`src/rtl/avalon_aes_master.sv`:
```
// avalon_aes_master
// Hardware sequencer for the AES decryption peripheral. It accepts one
// key/ciphertext job at a time and issues one Avalon-MM transaction per cycle:
//   clear start -> key words -> ciphertext words -> set start -> poll done
//   -> read plaintext words -> clear start -> result pulse.
// A job whose done bit never appears within POLL_LIMIT polls is reported with
// RESULT_ERR set, and the previous plaintext is kept.
module avalon_aes_master #(
  parameter int POLL_LIMIT = 1024
) (
  input  logic         CLK,
  input  logic         RESET_N,
  input  logic         JOB_START,
  input  logic [127:0] JOB_KEY,
  input  logic [127:0] JOB_MSG_ENC,
  output logic         BUSY,
  output logic         RESULT_VALID,
  output logic [127:0] RESULT_DEC,
  output logic         RESULT_ERR,
  output logic         AVL_READ,
  output logic         AVL_WRITE,
  output logic         AVL_CS,
  output logic [3:0]   AVL_BYTE_EN,
  output logic [3:0]   AVL_ADDR,
  output logic [31:0]  AVL_WRITEDATA,
  input  logic [31:0]  AVL_READDATA,
  input  logic         AVL_WAITREQUEST
);

  localparam int            CW         = $clog2(POLL_LIMIT + 1);
  localparam logic [CW-1:0] LAST_POLL  = CW'(POLL_LIMIT - 1);
  localparam logic [3:0]    ADDR_START = 4'd14;
  localparam logic [3:0]    ADDR_DONE  = 4'd15;

  typedef enum logic [3:0] {
    S_IDLE,
    S_PRECLR,
    S_WR_KEY,
    S_WR_MSG,
    S_WR_START,
    S_POLL,
    S_RD_RES,
    S_POSTCLR,
    S_DONE
  } state_t;

  state_t        r_state;
  state_t        w_state_next;
  logic [1:0]    r_idx;
  logic [1:0]    w_idx_next;
  logic [CW-1:0] r_poll_cnt;
  logic [CW-1:0] w_poll_cnt_next;
  logic          r_err;
  logic          w_err_next;
  logic [127:0]  r_key;
  logic [127:0]  r_msg;
  logic [31:0]   r_res_word [4];
  logic          r_result_err;

  logic [31:0]   w_key_word [4];
  logic [31:0]   w_msg_word [4];
  logic          w_accept;
  logic          w_rd;
  logic          w_wr;
  logic          w_res_load;
  logic [3:0]    w_addr;
  logic [31:0]   w_wdata;

  assign w_accept = (r_state == S_IDLE) && JOB_START;

  // Word 0 of each 128-bit value is its most significant 32 bits.
  generate
    for (genvar gi = 0; gi < 4; gi++) begin : g_word
      assign w_key_word[gi] = r_key[127 - 32*gi -: 32];
      assign w_msg_word[gi] = r_msg[127 - 32*gi -: 32];
    end
  endgenerate

  // State, word index, poll counter, job inputs and the sticky error flag.
  always_ff @(posedge CLK or negedge RESET_N) begin
    if (!RESET_N) begin
      r_state      <= S_IDLE;
      r_idx        <= '0;
      r_poll_cnt   <= '0;
      r_err        <= 1'b0;
      r_key        <= '0;
      r_msg        <= '0;
      r_result_err <= 1'b0;
    end else begin
      r_state    <= w_state_next;
      r_idx      <= w_idx_next;
      r_poll_cnt <= w_poll_cnt_next;
      r_err      <= w_err_next;
      if (w_accept) begin
        r_key <= JOB_KEY;
        r_msg <= JOB_MSG_ENC;
      end
      // The error output changes only as the completion pulse starts.
      if ((r_state == S_POSTCLR) && (w_state_next == S_DONE)) begin
        r_result_err <= r_err;
      end
    end
  end

  // Plaintext words are captured only on completed result reads.
  always_ff @(posedge CLK or negedge RESET_N) begin
    if (!RESET_N) begin
      for (int i = 0; i < 4; i++) begin
        r_res_word[i] <= '0;
      end
    end else if (w_res_load) begin
      r_res_word[r_idx] <= AVL_READDATA;
    end
  end

  // Next-state and bus command decode; a transaction advances only when not stalled.
  always_comb begin
    w_state_next    = r_state;
    w_idx_next      = r_idx;
    w_poll_cnt_next = r_poll_cnt;
    w_err_next      = r_err;
    w_rd            = 1'b0;
    w_wr            = 1'b0;
    w_res_load      = 1'b0;
    w_addr          = 4'd0;
    w_wdata         = 32'd0;
    case (r_state)
      S_IDLE: begin
        if (JOB_START) begin
          w_state_next = S_PRECLR;
          w_err_next   = 1'b0;
        end
      end
      S_PRECLR: begin
        w_wr   = 1'b1;
        w_addr = ADDR_START;
        if (!AVL_WAITREQUEST) begin
          w_state_next = S_WR_KEY;
          w_idx_next   = 2'd0;
        end
      end
      S_WR_KEY: begin
        w_wr    = 1'b1;
        w_addr  = {2'b00, r_idx};
        w_wdata = w_key_word[r_idx];
        if (!AVL_WAITREQUEST) begin
          w_idx_next = r_idx + 2'd1;
          if (r_idx == 2'd3) begin
            w_state_next = S_WR_MSG;
          end
        end
      end
      S_WR_MSG: begin
        w_wr    = 1'b1;
        w_addr  = {2'b01, r_idx};
        w_wdata = w_msg_word[r_idx];
        if (!AVL_WAITREQUEST) begin
          w_idx_next = r_idx + 2'd1;
          if (r_idx == 2'd3) begin
            w_state_next = S_WR_START;
          end
        end
      end
      S_WR_START: begin
        w_wr    = 1'b1;
        w_addr  = ADDR_START;
        w_wdata = 32'h1;
        if (!AVL_WAITREQUEST) begin
          w_state_next    = S_POLL;
          w_poll_cnt_next = '0;
        end
      end
      S_POLL: begin
        w_rd   = 1'b1;
        w_addr = ADDR_DONE;
        if (!AVL_WAITREQUEST) begin
          if (AVL_READDATA[0]) begin
            w_state_next = S_RD_RES;
            w_idx_next   = 2'd0;
          end else if (r_poll_cnt == LAST_POLL) begin
            w_state_next = S_POSTCLR;
            w_err_next   = 1'b1;
          end else begin
            w_poll_cnt_next = r_poll_cnt + CW'(1);
          end
        end
      end
      S_RD_RES: begin
        w_rd   = 1'b1;
        w_addr = {2'b10, r_idx};
        if (!AVL_WAITREQUEST) begin
          w_res_load = 1'b1;
          w_idx_next = r_idx + 2'd1;
          if (r_idx == 2'd3) begin
            w_state_next = S_POSTCLR;
          end
        end
      end
      S_POSTCLR: begin
        w_wr   = 1'b1;
        w_addr = ADDR_START;
        if (!AVL_WAITREQUEST) begin
          w_state_next = S_DONE;
        end
      end
      S_DONE: begin
        w_state_next = S_IDLE;
      end
      default: begin
        w_state_next = S_IDLE;
      end
    endcase
  end

  assign BUSY          = (r_state != S_IDLE);
  assign RESULT_VALID  = (r_state == S_DONE);
  assign RESULT_DEC    = {r_res_word[0], r_res_word[1], r_res_word[2], r_res_word[3]};
  assign RESULT_ERR    = r_result_err;
  assign AVL_READ      = w_rd;
  assign AVL_WRITE     = w_wr;
  assign AVL_CS        = w_rd | w_wr;
  assign AVL_BYTE_EN   = (w_rd | w_wr) ? 4'hF : 4'h0;
  assign AVL_ADDR      = w_addr;
  assign AVL_WRITEDATA = w_wdata;

endmodule
```
`config.mk`:
```
export PLATFORM = sky130hd
export DESIGN_NAME = avalon_aes_master
export DESIGN_NICKNAME = d
export VERILOG_FILES = /design/src/rtl/avalon_aes_master.sv
export SDC_FILE = /design/constraint.sdc
export NUM_CORES = 1
export LEC_CHECK = 0
export BUFFER_PORTS_ARGS = -buffer_cell sky130_fd_sc_hd__buf_2
export CAP_MARGIN = 25
export CORE_MARGIN = 4
export CORE_UTILIZATION = 38
export CTS_CLUSTER_SIZE = 8
export DETAILED_ROUTE_END_ITERATION = 8
export GPL_ROUTABILITY_DRIVEN = 0
export PLACE_DENSITY_LB_ADDON = 0.05
export REMOVE_ABC_BUFFERS = 1
export SLEW_MARGIN = 20
export SYNTH_ARGS = -nofsm -noshare
export SYNTH_HDL_FRONTEND = slang
export SYNTH_SLANG_ARGS = --single-unit
```
`constraint.sdc`:
```
create_clock -name CLK -period 2.3 [get_ports CLK]
set_input_delay 0.115 -clock CLK [delete_from_list [all_inputs] [get_ports CLK]]
set_output_delay 0.115 -clock CLK [all_outputs]
set_load 0.005 [all_outputs]
```
======== After elaboration in Yosys (flattened, before gate mapping) ========
Index checks and enable logic that the tools add are counted.
cells by class
  multiplexer cells ....................... 45
  reduce and logical (&&, ||, !) cells .... 15
  $lt $le $gt $ge ......................... 2
  add/sub/neg operators ................... 2
  div/mod/pow operators ................... 0
  shift-type cells ........................ 0
  equal/unequal tests ..................... 20
  multipliers ............................. 0
  bitwise operators ....................... 2
operator list
  cell                                                   count
  2-to-1 mux 32 bit                                      5
  binary-select mux 32 bit (select 2 bit)                2
  bitwise mux 128 bit                                    1
  one-hot mux 32 bit (3 select lines)                    1
  demux 32 bit (select 2 bit)                            1
  2-to-1 mux 4 bit                                       14
  2-to-1 mux 11 bit                                      4
  one-hot mux 4 bit (8 select lines)                     1
  one-hot mux 11 bit (2 select lines)                    1
  one-hot mux 4 bit (5 select lines)                     1
  inequality test 2 bit, second input constant           9
  equality test 4 x 3 -> 1 bit, second input constant    4
  AND reduction 5 bit                                    3
  adder 11 x 1 -> 11 bit, second input constant          1
  equality test 11 x 10 -> 1 bit, second input constant  1
  equality test 4 x 2 -> 1 bit, second input constant    2
  equality test 4 bit, second input constant             2
  2-to-1 mux 1 bit                                       8
  2-to-1 mux 2 bit                                       4
  one-hot mux 2 bit (3 select lines)                     1
  OR reduction 3 bit                                     2
  OR reduction 5 bit                                     1
  equality test 4 x 1 -> 1 bit, second input constant    1
  zero test 4 bit                                        1
  12 further kinds                                       15
word-level totals
  flip-flop bits (word level) ............. 403
  input port bits ......................... 292
  latch bits .............................. 0
  memory bits (read-only) ................. 0
  memories kept ........................... 0
  RAM bits ................................ 0

======== Longest topological paths before layout ========
Gate-level depths: netlist (run 1).
  word-level depth ........................ 7
  mapped depth ............................ 7

======== Least setup slack after synthesis (run 1) ========
Ideal clock, no wire load.
  path kind ............................... register to register
  start point ............................. reg r_idx[1]
  end point ............................... reg r_res_word (netlist bit RESULT_DEC[65])
  required time ........................... 2.175 ns
  stages on the path, launching flop included .. 8
  library setup time ...................... 0.125 ns
  setup slack ............................. 0.290 ns
  arrival time ............................ 1.885 ns
  buffers on the path ..................... 3
  period minus slack after synthesis ...... 2.010 ns
  path through ............................ dfrtp_1 buf_2 buf_1 inv_1 ha_1 nand2_1 buf_2 mux2_2
on the way
  word-level cells in the longest chain between the ends .. 6
  elaborated cells between the ends (all ways) .. 7
ends and longest elaborated chain
  item                                                                                      line  source
  start, declared                                                                           49    logic [1:0] r_idx;
  start signal, assigned                                                                    91    r_idx <= w_idx_next;
  NOT 2 -> 3 bit (implied by the code) *                                                    112   r_res_word[r_idx] <= AVL_READDATA;
  >= comparator 3 bit (implied by the code) or < comparator 3 x 1 -> 1 bit (tied branches)  112
  logical AND 1 bit (implied by the code)                                                   112
  2-to-1 mux 32 bit (implied by the code)                                                   112
  demux 32 bit (select 2 bit) *                                                             112
  bitwise mux 128 bit *                                                                     112
  end signal, assigned by index                                                             109   r_res_word[i] <= '0;
  end signal, assigned by index                                                             112
  end, declared                                                                             57    logic [31:0] r_res_word [4];
Every way passes the cells marked *; elsewhere a longest branch is shown, timed or not.
A chain may end at the register's enable or synchronous reset.

======== Final worst setup path (run 1) ========
  start point ............................. reg r_idx[0]
  end point ............................... out AVL_WRITEDATA[20]
on the way
  word-level cells in the longest chain between the ends .. 5
  elaborated cells between the ends (all ways) .. 8
ends and longest elaborated chain
  item                                                               line      source
  NOT 2 -> 3 bit (implied by the code) *                             145, 156
  binary-select mux 32 bit (select 2 bit), on equally long branches  156, 145
  2-to-1 mux 32 bit, on equally long branches (2 in series)          156, 145
  one-hot mux 32 bit (3 select lines) *                              127       case (r_state)
  end, declared                                                      25        output logic [31:0] AVL_WRITEDATA,
Every way passes the cells marked *; elsewhere a longest branch is shown, timed or not. The select of a mux whose other input is x is not followed.

==> results.tsv, run 1 <==
metric	value	unit
Mean Syn Cell Area	15.18	sq um
per-cell routed wire length	20.64	um
Global Route Usage Sum	21.28	%
Period minus WS final	2.344	ns
Distinct cells, synth	46	
Port Buffers	465	
initial DRC count	418	
Worst Path Arrival	2.23	ns
Worst Setup End Kind	output port	
ys flop type	dfrtp_1	
Die Wd	222.3	um
Post-Syn Instances	1150	
row count	78	
Fillers	3807	
core area	45380	sq um
Hold Crit Class	in -> reg	
CTS tree	done	
most common cell in the netlist	dfrtp_1	
# setup viols final	23	
Via Count	12678	
first-pass GRT wire length	83010	um
Crit-path slowest cell	dfrtp_4	
RSZ-0062 raised after global routing	yes	
yosys warns	0	
drt first pass iters	4	
CP startpoint kind	register	
global route overflow	0	
Critical Path Fanout Max	6	
Max transition margin	61.83	%
H-Tree Depth	2	
Total Routed Length	52730	um
sequential fraction of the synthesis area	57.77	%
most common library cells after synthesis	dfrtp_1, mux2_2, nand2_1	
worst setup margin	-0.04401	ns
failing checks	negative setup slack	
outcome	complete, but fails checks	
post-placement cell area	20690	sq um
die area	49430	sq um
max_cap viols	0	
top cell type by total area after synthesis	dfrtp_1	
drt drc	0	
Clock Skew	0.01584	ns
CP Data Required Time	2.18	ns
Fin. Hold Viols	0	
total CTS buffers	56	
clk_lat worst skew	0.59	ns
CTS root buf	clkbuf_16	
Peak Freq	0.4266	GHz
Routed Antenna Nets	0	
post-synth top area share	57.77	%
fraction of layout cells with a size suffix above 1	55.62	%
Post-synth EDFFs	0	
clock sinks	403	
Setup CP Type	reg -> out	
Clock transition at path regs	0.05	ns
slowest cell delay on critical path	0.49	ns
Setup TNS Final	-0.3921	ns
clock buffer depth	3	
area taken by multi-input logic gates	7106	sq um
I/O pins	466	
placed wire-length estimate	35570	um
Slew @ Worst Pin	0.5726	ns
vias per inst	4.962	
Slew Limit Fails	0	
via count of the first global-routing pass	14138	
Yosys reg bits	403	
Syn Std Cell Area	17460	sq um
post-route clock period utilization	101.9	%
Max rail drop VDD	0.7628	mV
post-route cell area	25550	sq um
initial antenna violation count	10	
nets	2240	
Pleak	12.15	nW
largest net degree at the start of global routing	99	
Die H	222.3	um
top cells by area, synth	dfrtp_1, mux2_2, mux4_2	
Power per Cell Area	1263	nW/um^2
initial core utilization	38.46	%
cells along the critical path	buf_12 -> buf_16 -> buf_6 -> mux4_2 -> nand2_2 -> a21oi_2 -> buf_2	
fraction of registers with async set/reset	100.0	%
register area	10100	sq um
Layout area overhead	46.38	%
## timing repair
item,CTS,global route
pin swaps,26,12
endpoints found under the hold margin,678,0
gates resized for setup,47,24
cloned,5,0
setup endpoints to repair,34,37
buffers inserted,8,4
hold buffers,291,0
## metal layers
layer / vias up / GRT usage [%] / share of wire [%]
met4: 2 / 6.523 / 2.5
met5: - / 0 / 0.025
li1: 5789 / - / -
met1: 6419 / 27.40 / 42
met2: 370 / 35.75 / 49
met3: 98 / 5.298 / 6.5
## flip-flops by register name, summed over array words and instances (netlist names)
signal      cells
r_err           1
r_msg         128
RESULT_ERR      1
RESULT_DEC    128
r_poll_cnt     11
r_state         4
r_idx           2
r_key         128
## metrics by stage
stage	cells	hold WS [ns]	utilization [%]	worst slack, ns	power [mW]
floorplan	1071	-0.1806	-	-6.800	18.93
global placement	2177	0.1050	45.60	0.3507	23.47
detailed placement	2177	0.1076	45.60	0.2971	23.73
CTS	2543	0.002906	56.03	-0.09546	32.51
global route	2553	0.01981	56.29	-0.1262	34.27
finish	2555	0.03943	56.30	-0.04401	32.27
## cells by family after synthesis
group	count (synthesis)	share of synthesized area, %
AOI/OAI and AO/OA	71	2.380
adders and majority gates	5	0.3584
muxes	450	33.16
and+or+nand+nor	134	3.892
buffers and inverters	87	2.437
DFF	403	57.77
## area by class of cell
class	count	share of cell area (%)
diodes	8	0.07835
well taps	600	2.938
inverters	8	0.1273
repair buffers	814	23.77
flip-flops and latches	403	39.51
clock inverters	1	0.1175
multi-input cells	660	27.81
clock buffers	61	5.641
## layout by cell type (no fill, tap or decap), drive strengths merged, types with 2 or more instances in the layout
master,Yosys,final
and4,2,2
ha,5,5
a21oi,43,43
nor3b,3,3
dfrtp,403,403
diode,0,8
and2,2,2
nand3,6,6
nor2b,3,3
o31ai,7,7
nand3b,2,2
dlygate4sd3,0,291
buf,65,523
a22o,2,2
nand4,3,3
or3,2,2
mux2,386,386
mux4,64,64
nand2,77,77
nor3,6,6
nor2,12,12
inv,7,8
nand2b,2,2
o21ai,9,9
clkbuf,14,61
o21a,2,2
or4,7,7
## where the power goes
group / leakage, nW / switching, mW / internal [mW]
Combinational: 6.42 / 5.42 / 7.65
Clock: 0.721 / 2.86 / 4.43
Sequential: 5.01 / 1.59 / 10.3
Total: 12.2 / 9.87 / 22.4
## critical path: cells and delay by family, from the launching register on
| family | cells | cell delay, ns |
|---|---|---|
| compound gates | 1 | 0.06 |
| buf+inv | 4 | 0.58 |
| simple gates | 1 | 0.08 |
| mux | 1 | 0.43 |
| flops | 1 | 0.49 |
## final timing paths
check / startpoint / to / slack, ns / cells past startpoint
max: r_idx[0] / AVL_WRITEDATA[20] / -0.04 / 7
min: JOB_START / r_msg[117] / 0.04 / 3
max reg2reg: r_idx[0] / r_state[0] / 0.13 / 8
min reg2reg: RESULT_DEC[76] / RESULT_DEC[76] / 0.49 / 1
max in group asynchronous: RESET_N / r_key[87] / 1.33 / 3
min in group asynchronous: RESET_N / RESULT_DEC[48] / 0.06 / 2
No activity file was read; power rests on OpenSTA's default activity.
==> inputs of run 2 (changes only) <==
--- a/config.mk
+++ b/config.mk
@@ -8,7 +8,7 @@
 export BUFFER_PORTS_ARGS = -buffer_cell sky130_fd_sc_hd__buf_2
 export CAP_MARGIN = 25
 export CORE_MARGIN = 4
-export CORE_UTILIZATION = 38
+export CORE_UTILIZATION = 40
 export CTS_CLUSTER_SIZE = 8
 export DETAILED_ROUTE_END_ITERATION = 8
 export GPL_ROUTABILITY_DRIVEN = 0
==> run 2 against run 1 <==
  * Largest cell class unchanged
  * Clock-buffer cell count rose by 1
  * Core utilization is 2.6 points higher
  * Highest routed layer unchanged
  * Setup slack got worse by 0.032 ns
  * Wire length rose by 0.16%
  * Final cell count down 1.1%
  * The run still ends with negative setup slack left
  * Critical path depth decreased by 1
  * Power down 0.42%
  * Via count shrank 0.64%
  * Register-to-register slack better by 0.04 ns
  * Critical path type unchanged
  * Combinational power about the same
  * First-iteration DRC count grew 31%
  * Die area shrank 4.8%
==> results.tsv, run 2 (synthesized netlist as in run 1, its figures left out) <==
metric	value	unit
Max rail drop VDD	0.8102	mV
Non-Filler Instances	2528	
initial DRC count	549	
switch share	30.84	%
largest net degree at the start of global routing	184	
Fin. Hold Viols	0	
clk_lat worst skew	0.59	ns
Total Routed Length	52820	um
initial core utilization	40.52	%
Place WS	0.2749	ns
row count	76	
failing checks	negative setup slack	
clock sinks	403	
Clock transition at path regs	0.06	ns
Final Total Pwr	32.13	mW
CTS root buf	clkbuf_16	
drt drc	0	
total CTS buffers	56	
global route overflow	0	
Slew @ Worst Pin	1.194	ns
register area	10090	sq um
Worst Setup End Kind	output port	
part of the power in registers	37.1	%
Worst Path Arrival	2.26	ns
first-pass GRT wire length	81210	um
per-cell routed wire length	20.89	um
Layout area overhead	45.44	%
Max transition margin	20.42	%
via count of the first global-routing pass	13737	
GR Util met3	5.976	%
Slew Limit Fails	0	
vias per inst	4.983	
Sw Pwr	9.909	mW
Critical Path Fanout Max	7	
worst setup margin	-0.07571	ns
Die Wd	216.9	um
RSZ-0062 raised after global routing	yes	
Period minus WS final	2.376	ns
commonest non-fill, non-tap cell in the layout	buf_2	
slowest cell delay on critical path	0.50	ns
Setup TNS Final	-1.089	ns
nets	2227	
Fillers	3546	
H-Tree Depth	2	
Power per Cell Area	1266	nW/um^2
cell count after placement	2153	
drt first pass iters	4	
Setup CP Type	reg -> out	
Global Route Usage Sum	22.01	%
grt peak-use layer	met2	
die area	47050	sq um
CTS tree	done	
CP bufs+invs	3	
met1 Use GR	29.56	%
CP startpoint kind	register	
Peak Freq	0.4209	GHz
Clock Skew	0.009405	ns
post-placement cell area	20590	sq um
cells along the critical path	buf_12 -> bufbuf_16 -> mux4_2 -> nand2_1 -> a21oi_1 -> buf_2	
placed wire-length estimate	34670	um
max_cap viols	0	
post-route clock period utilization	103.3	%
Via Count	12597	
Die H	216.9	um
Port Buffers	465	
# setup viols final	24	
met2 Resource Use GR	35.88	%
area taken by multi-input logic gates	7066	sq um
Crit path max-delay family	buffers and inverters	
Crit-path slowest cell	mux4_2	
Pint	22.22	mW
outcome	complete, but fails checks	
Routed Antenna Nets	0	
Pleak	12.09	nW
Hold Crit Class	in -> async	
core area	43080	sq um
post-route cell area	25390	sq um
fraction of layout cells with a size suffix above 1	54.52	%
CP Data Required Time	2.18	ns
I/O pins	466	
clock buffer depth	3	
highest-count cells in the layout ignoring fill and taps	buf_2, dfrtp_1, mux2_2	
Combinational Power Share	40.4	%
initial antenna violation count	12	
Clock Power Share	22.5	%
## run 2: changes by cell type in the layout (fill, tap and decap cells not counted), sizes merged, moves of 2 or more
cell and change:
inv +2, buf -15, clkbuf +3, diode -2
## run 2: final cells by class
class	instances	share of cell area, %
Tap cell	585	2.883
Clock inverter	3	0.08871
Timing Repair Buffer	801	23.57
Antenna cell	6	0.05914
Multi-Input combinational cell	660	27.83
Inverter	8	0.1183
Clock buffer	62	5.692
Sequential cell	403	39.76
## run 2: worst reg2reg max path: cells and delay by family, from the launching register on
| kind | cells | cell delay (ns) |
|---|---|---|
| muxes | 1 | 0.78 |
| DFF | 1 | 0.44 |
| and+or+nand+nor | 2 | 0.25 |
| buffers and inverters | 1 | 0.55 |
## run 2: per-stage QoR
step | util (%) | hold slack [ns]
2_1_floorplan | - | -0.1806
3_3_place_gp | 47.81 | 0.07444
3_5_place_dp | 47.81 | 0.06980
4_1_cts | 58.65 | 0.02383
5_1_grt | 58.93 | 0.05779
6_report | 58.93 | 0.05213
## run 2: repair_timing
| item | in CTS | in global routing |
|---|---|---|
| pin swaps | 4 | 14 |
| endpoints found under the setup margin | 32 | 35 |
| endpoints found under the hold margin | 754 | 0 |
| buffers inserted | 8 | 0 |
| cloned | 4 | 2 |
| gates resized for setup | 30 | 20 |
| hold buffers | 290 | 0 |
## run 2: path summary, 6_finish.rpt
kind	cells past startpoint	to	slack, ns	startpoint
max in group asynchronous	4	r_key[8]	1.32	RESET_N
hold / removal	2	RESULT_DEC[115]	0.05	RESET_N
hold reg to reg	1	RESULT_DEC[102]	0.48	RESULT_DEC[102]
setup / recovery	6	AVL_WRITEDATA[5]	-0.08	r_idx[0]
min in group CLK	4	r_err	0.15	JOB_START
setup reg to reg	4	r_key[73]	0.17	r_state[0]
## run 2: power by group through the flow
stage / Sequential, mW / Clock, mW / Combinational [mW]
floorplan: 12.0 / 0 / 6.95
finish: 11.9 / 7.24 / 13.0
global route: 12.2 / 7.78 / 14.1
CTS: 11.9 / 7.47 / 12.9
detailed placement: 12.1 / 0 / 11.6
global placement: 12.0 / 0 / 11.5
## run 2: metal layers
metal | vias up | wire, um
met5 | - | 80
met4 | 12 | 1202
met3 | 96 | 3320
met2 | 368 | 25270
met1 | 6372 | 22940
li1 | 5749 | -
